[config.mk]
export PLATFORM = sky130hd
export DESIGN_NAME = fetch_stage
export DESIGN_NICKNAME = d
export VERILOG_FILES = /design/src/rtl/fetch_stage.sv
export SDC_FILE = /design/constraint.sdc
export NUM_CORES = 1
export LEC_CHECK = 0
export CAP_MARGIN = 10
export CORE_UTILIZATION = 35
export DETAILED_ROUTE_END_ITERATION = 16
export GPL_ROUTABILITY_DRIVEN = 0
export GPL_TIMING_DRIVEN = 0
export PLACE_DENSITY = 0.62
export SKIP_LAST_GASP = 1
export SLEW_MARGIN = 20
export SYNTH_ARGS = -nofsm -noshare
export SYNTH_HDL_FRONTEND = slang
export SYNTH_SLANG_ARGS = --single-unit
[constraint.sdc]
create_clock -name clk -period 4.8 [get_ports clk]
set_input_delay 0.48 -clock clk [delete_from_list [all_inputs] [get_ports clk]]
set_output_delay 0.48 -clock clk [all_outputs]
set_load 0.01 [all_outputs]
[src/rtl/fetch_stage.sv]
// fetch_stage: instruction fetch with one outstanding imem request, a
// one-entry skid buffer behind the IF/ID register, and execute redirect.
//
// state | meaning
// ------+---------------------------------------------------------------
// BOOT  | first cycle after reset, no request issued
// FETCH | request at pc outstanding, waiting for ack
// HOLD  | decode stalled with a word in flight; word parked in skid buffer
// DRAIN | redirect arrived mid-request; finish handshake, discard response
module fetch_stage #(
  parameter logic [31:0] RESET_PC = 32'h0000_0000
) (
  input  logic        clk,
  input  logic        reset_n,
  output logic        imem_req_o,
  output logic [31:0] imem_addr_o,
  input  logic        imem_ack_i,
  input  logic [31:0] imem_rdata_i,
  output logic [31:0] pred_instr_o,
  output logic [31:0] pred_pc_o,
  input  logic        br_pred_i,
  input  logic [31:0] new_pc_pred_i,
  input  logic        miss_pred_i,
  input  logic [31:0] correct_pc_i,
  input  logic        stall_i,
  output logic        if_valid_o,
  output logic [31:0] if_instr_o,
  output logic [31:0] if_pc_o,
  output logic        if_br_pred_o,
  output logic [31:0] if_pred_pc_o
);

  typedef enum logic [1:0] {
    ST_BOOT  = 2'd0,
    ST_FETCH = 2'd1,
    ST_HOLD  = 2'd2,
    ST_DRAIN = 2'd3
  } state_t;

  typedef struct packed {
    logic [31:0] instr;
    logic [31:0] pc;
    logic        br_pred;
    logic [31:0] pred_pc;
  } entry_t;

  state_t      state_q, state_d;
  logic [31:0] pc_q, pc_d;
  logic [31:0] drain_addr_q, drain_addr_d;
  entry_t      skid_q, skid_d;
  entry_t      ifid_q, ifid_d;
  logic        ifid_valid_q, ifid_valid_d;

  logic        accept;
  logic        ack;
  entry_t      fetch_entry;

  // Request side is a pure function of state so reset drops it immediately.
  always_comb begin
    imem_req_o  = 1'b0;
    imem_addr_o = 32'h0000_0000;
    case (state_q)
      ST_FETCH: begin
        imem_req_o  = 1'b1;
        imem_addr_o = pc_q;
      end
      ST_DRAIN: begin
        imem_req_o  = 1'b1;
        imem_addr_o = drain_addr_q;
      end
      default: begin
        imem_req_o  = 1'b0;
        imem_addr_o = 32'h0000_0000;
      end
    endcase
  end

  assign pred_instr_o = imem_rdata_i;
  assign pred_pc_o    = imem_addr_o;

  assign if_valid_o   = ifid_valid_q;
  assign if_instr_o   = ifid_q.instr;
  assign if_pc_o      = ifid_q.pc;
  assign if_br_pred_o = ifid_q.br_pred;
  assign if_pred_pc_o = ifid_q.pred_pc;

  // Next-state, pc, skid and IF/ID load decisions; redirect overrides all.
  always_comb begin
    state_d      = state_q;
    pc_d         = pc_q;
    drain_addr_d = drain_addr_q;
    skid_d       = skid_q;
    ifid_d       = ifid_q;
    ifid_valid_d = ifid_valid_q;

    accept      = !ifid_valid_q || !stall_i;
    // An ack without a live request carries no data and is ignored.
    ack         = imem_ack_i && imem_req_o;
    fetch_entry = '{instr:   imem_rdata_i,
                    pc:      imem_addr_o,
                    br_pred: br_pred_i,
                    pred_pc: new_pc_pred_i};

    if (miss_pred_i) begin
      ifid_valid_d = 1'b0;
      skid_d       = '0;
      pc_d         = correct_pc_i & ~32'd3;
      if (state_q == ST_FETCH && !ack) begin
        // Address must stay on the bus until the memory answers.
        state_d      = ST_DRAIN;
        drain_addr_d = pc_q;
      end else if (state_q == ST_DRAIN && !ack) begin
        state_d = ST_DRAIN;
      end else begin
        state_d = ST_FETCH;
      end
    end else begin
      if (accept) begin
        ifid_valid_d = 1'b0;
      end
      case (state_q)
        ST_BOOT: begin
          state_d = ST_FETCH;
        end
        ST_FETCH: begin
          if (ack) begin
            pc_d = new_pc_pred_i & ~32'd3;
            if (accept) begin
              ifid_d       = fetch_entry;
              ifid_valid_d = 1'b1;
            end else begin
              skid_d  = fetch_entry;
              state_d = ST_HOLD;
            end
          end
        end
        ST_HOLD: begin
          if (accept) begin
            ifid_d       = skid_q;
            ifid_valid_d = 1'b1;
            skid_d       = '0;
            state_d      = ST_FETCH;
          end
        end
        ST_DRAIN: begin
          if (ack) begin
            state_d = ST_FETCH;
          end
        end
        default: begin
          state_d = ST_BOOT;
        end
      endcase
    end
  end

  // State and datapath registers.
  always_ff @(posedge clk or negedge reset_n) begin
    if (!reset_n) begin
      state_q      <= ST_BOOT;
      pc_q         <= RESET_PC;
      drain_addr_q <= 32'h0000_0000;
      skid_q       <= '0;
      ifid_q       <= '0;
      ifid_valid_q <= 1'b0;
    end else begin
      state_q      <= state_d;
      pc_q         <= pc_d;
      drain_addr_q <= drain_addr_d;
      skid_q       <= skid_d;
      ifid_q       <= ifid_d;
      ifid_valid_q <= ifid_valid_d;
    end
  end

endmodule

Yosys cells after proc, flatten, opt, wreduce, memory -nomap -nowiden

Cells that the tools add are included.

Equality and inequality tests: 10
Muxes and demuxes: 27
Bitwise gates (word level): 1
Reduce and logical (&&, ||, !) cells: 18

Operator list:

| operator                                                         | count |
|---|---|
| 97-bit two-way mux                                               | 7 |
| 97-bit one-hot mux with 2 select lines                           | 2 |
| 32-bit two-way mux                                               | 3 |
| 32-bit one-hot mux with 2 select lines                           | 1 |
| 2-bit two-way mux                                                | 7 |
| 3-bit inequality test (second input constant)                    | 4 |
| 2-bit one-hot mux with 4 select lines                            | 1 |
| 4-bit AND reduction                                              | 2 |
| 2-bit inequality test (second input constant)                    | 3 |
| 2-bit nonzero test                                               | 3 |
| 1-bit two-way mux                                                | 5 |
| 5-bit AND reduction                                              | 1 |
| 2-bit == test (second input constant)                            | 2 |
| 2-bit AND reduction                                              | 2 |
| 1-bit logical AND                                                | 3 |
| 1-bit zero test                                                  | 3 |
| 3-bit nonzero test                                               | 1 |
| 2-bit by 1-bit == test with 1-bit output (second input constant) | 1 |
| 2-bit zero test                                                  | 1 |
| 1-bit one-hot mux with 2 select lines                            | 1 |
| 2-bit OR reduction                                               | 1 |
| 1-bit logical OR                                                 | 1 |
| 1-bit inverter                                                   | 1 |

Flip-flop bits (word level): 261
Input port bits: 102
Output and inout port bits: 195
Word-level logic and storage cells: 68

Logic depth before layout (Yosys ltp)

Depth after elaboration: 9
Gate-level depth with buffers: 9

Least setup slack after synthesis

No wires, ideal clock.

Path type: flip-flop to output port
Start point: reg state_q[1]
End point: out pred_pc_o[10]
Data arrival time: 1.382 ns
Path slack: 2.938 ns
Stages on the path, launching flop included: 7
Cell sequence: dfrtp_1 -> inv_1 -> ha_1 -> buf_2 -> buf_2 -> a22o_1 -> buf_4

Word-level cells in the longest chain between the ends: 2
Elaborated cells on any way between the ends: 3

RTL lines:

| what                                                                      | RTL line | source |
|---|---|---|
| start, declared                                                           | 47       | `state_t state_q, state_d;` |
| start signal, assigned                                                    | 167      | `state_q <= state_d;` |
| 2-bit == test or 2-bit by 1-bit == test with 1-bit output (tied branches) | 62       | `case (state_q)` |
| 32-bit one-hot mux with 2 select lines (*)                                | 62       |  |
| end, declared                                                             | 20       | `output logic [31:0] pred_pc_o,` |

Every way passes the cells marked *; elsewhere a longest branch is shown, timed or not.

Final worst setup path

Start point: reg state_q[1]
End point: out pred_pc_o[28]

The elaborated chain is that of the path after synthesis.

==> impl_metrics.toml <==
[outcome]
status = "complete, no violations"

[cells_and_area]
syn_to_final_growth_pct = 37.08
final_cell_area_um2 = 16340
drive_gt1_share_pct = 11.39
nets = 1703
antenna_cells = 0
final_util_pct = 48.72

[logic_synthesis]
syn_area_per_cell_um2 = 9.362
syn_area_um2 = 11920
synth_seq_cells = 253
async_flop_share_pct = 100.0
synth_common_cells = "253 x dfrtp_1, 223 x nand2_1, 194 x a21oi_1, 108 x o21ai_0, 96 x nand3_1"
synth_edf_count = 0
yosys_warnings = 0
synth_top_area_share_pct = 53.12
synth-main-ff-cell = "dfrtp_1"
synthTopCellsByArea = "dfrtp_1 53%, a21oi_1 8.1%, nand2_1 7.0%"
seq_area_frac_synth_pct = 53.12
synth_most_common_cell = "dfrtp_1"
ys_types = 31
syn_inst = 1273
yosys.area.top_type = "dfrtp_1"

[timing]
hold_viol_final = 0
min_period_ns = 3.305
slew_violations = 0
timing.fmax_mhz = 302.6
slew-limit-headroom_pct = 28.78
finalSetupViolCount = 0
period_share_pct = 68.85
rsz0062_at_grt = "false"
worst_pin_slew_ns = 1.068
worst_hold_slack_ns = 0.4751
finalClockSkew_ns = 0.007274

[floorplanning]
fp.dieW_um = 186.5
die_area_um2 = 34790
start_util_pct = 35.54
io-pin-count = 297
die_h_um = 186.5
fp.coreArea_um2 = 33530
row_count = 67

[critical_path]
crit_type = "reg -> out"
worst-endpoint-arrival_ns = 2.82
timing.rr.start = "state_q[1]$_DFFE_PN0P_"
critPathMaxFanout = 10
required_ns = 4.32
startpoint = "state_q[1]$_DFFE_PN0P_"
startpoint_type = "register"
critPathCaptureType = "primary output"

[power_and_ir_drop]
p_per_area_nw_per_um2 = 518.9
max-vdd-ir-drop_mv = 0.2688
power_leakage_nw = 7.025

[drt]
wl_per_cell_um = 17.90
antenna_left = 0
vias = 10160
drt-pass1-iter-count = 5
first_iter_violations = 488
drc_errors = 0
vias_per_cell = 4.925
wl_um = 36940

[clock_network]
path_clk_slew_ns = 0.06
htreeDepth = 1
cts-root-buf = "clkbuf_16"
clock_path_buffers = 3
cts_resized = 0
cts_tree = "yes"
clock_latency_ns = 0.53
cts_buffers = 27
cts_sinks = 253

[global_route]
grt_overflow = 0
grt_pass1_wl_um = 57170
grt_usage_pct = 20.82
antenna_found_initial = 0
grt_pass1_vias = 10130
grt_max_degree = 93

[placement]
placed_cell_area_um2 = 15430
port-buffer-count = 287
place_hpwl_um = 27280

[hold_path]
hold_class = "reg -> reg"
holdCritStartpoint = "if_instr_o[25]$_DFFE_PN0P_"

[job]
cap_viol_max_count = 0
==> path summary, 6_finish.rpt <==
check,endpoint,slack [ns],cells after the start
worst max-delay path,pred_pc_o[28],1.50,6
worst min-delay path,if_instr_o[25]$_DFFE_PN0P_,0.48,2
worst max register to register,if_instr_o[26]$_DFFE_PN0P_,2.12,8
worst min register to register,if_instr_o[25]$_DFFE_PN0P_,0.48,2
max in group asynchronous,if_instr_o[16]$_DFFE_PN0P_,3.36,3
min in group asynchronous,if_pred_pc_o[9]$_DFFE_PN0P_,0.53,2
==> what timing repair did <==
action | in CTS | in global routing
hold buffers | 1 | 0
buffers inserted | 0 | 0
endpoints found under the hold margin | 76 | 0
==> worst max-delay path: stages (launching register included) <==
cell and delay, ns:
dfrtp_1 0.47, ha_1 0.18, buf_2 0.16, clkbuf_1 0.48, a22o_1 0.35, buf_4 0.14, clkdlybuf4s50_1 0.52
==> routing by layer <==
layer / share of wire (%) / vias up / GRT usage [%]
met5: 0 / - / 0
met4: 2.5 / 0 / 5.958
met3: 4.8 / 56 / 3.066
met2: 47 / 283 / 33.24
met1: 46 / 4916 / 29.37
li1: - / 4906 / -
==> sequential cells by signal, indices dropped and copies added (netlist names) <==
register,count
pc_q,30
skid_q,95
if_valid_o,1
if_pred_pc_o,32
drain_addr_q,30
state_q,2
if_pc_o,30
if_br_pred_o,1
if_instr_o,32
==> final cells by class <==
| cell class | instances | area [um^2] |
|---|---|---|
| multi-input cells | 849 | 4604 |
| clock inverters | 9 | 120.1 |
| fillers | 3215 | 17200 |
| well taps | 448 | 560.5 |
| flip-flops and latches | 253 | 6331 |
| inverters | 4 | 15.01 |
| plain buffers | 172 | 985.9 |
| repair buffers | 290 | 2943 |
| clock buffers | 38 | 777.0 |
==> report_power, final <==
part / switching [mW] / internal, mW
combinational: 1.54 / 1.76
sequential: 0.336 / 2.72
clock: 0.843 / 1.28
==> cells in the final DEF, fill, tap and decap left out <==
cell / Yosys / layout
clkdlybuf4s50_1: 0 / 286
dfrtp_1: 253 / 253
nand2_1: 223 / 223
a21oi_1: 194 / 194
o21ai_0: 108 / 108
nand3_1: 96 / 96
nor2b_1: 95 / 95
buf_4: 68 / 68
clkbuf_1: 58 / 63
buf_2: 32 / 32
a22o_1: 30 / 30
mux2i_1: 30 / 30
mux2_2: 30 / 30
clkbuf_16: 0 / 27
o21ai_1: 17 / 17
buf_1: 8 / 8
buf_6: 6 / 6
conb_1: 1 / 6
clkbuf_8: 0 / 6
clkinv_2: 0 / 6
inv_1: 4 / 4
ha_1: 4 / 4
bufinv_16: 0 / 3
o22ai_1: 2 / 2
nand3b_1: 2 / 2
nor2_1: 2 / 2
buf_16: 0 / 2
or2_2: 1 / 1
and2_1: 1 / 1
a221oi_1: 1 / 1
nor2_2: 1 / 1
or2_1: 1 / 1
o221ai_4: 1 / 1
nand2b_1: 1 / 1
a31oi_1: 1 / 1
o21bai_1: 1 / 1
o21a_1: 1 / 1
dlygate4sd3_1: 0 / 1
buf_8: 0 / 1
==> metrics by stage <==
stage / std cells / power (mW) / TNS, ns / setup slack, ns
6_report: 2063 / 8.478 / 0 / 1.495
5_1_grt: 2063 / 8.943 / 0 / 1.363
4_1_cts: 2063 / 8.571 / 0 / 1.472
3_5_place_dp: 2015 / 6.423 / 0 / 1.951
3_3_place_gp: 2013 / 6.374 / -1961.13 / -7.788
2_1_floorplan: 1278 / 4.511 / 0 / 2.938
==> logic make-up after synthesis <==
family / after synthesis / synth area share (%)
simple gates: 423 / 16.49
compound gates: 356 / 16.18
flops: 253 / 53.12
buf+inv: 176 / 8.399
mux: 60 / 5.354
fa+ha+maj: 4 / 0.4200
other cells: 1 / 0.03147
No activity file was read; power rests on OpenSTA's default activity.
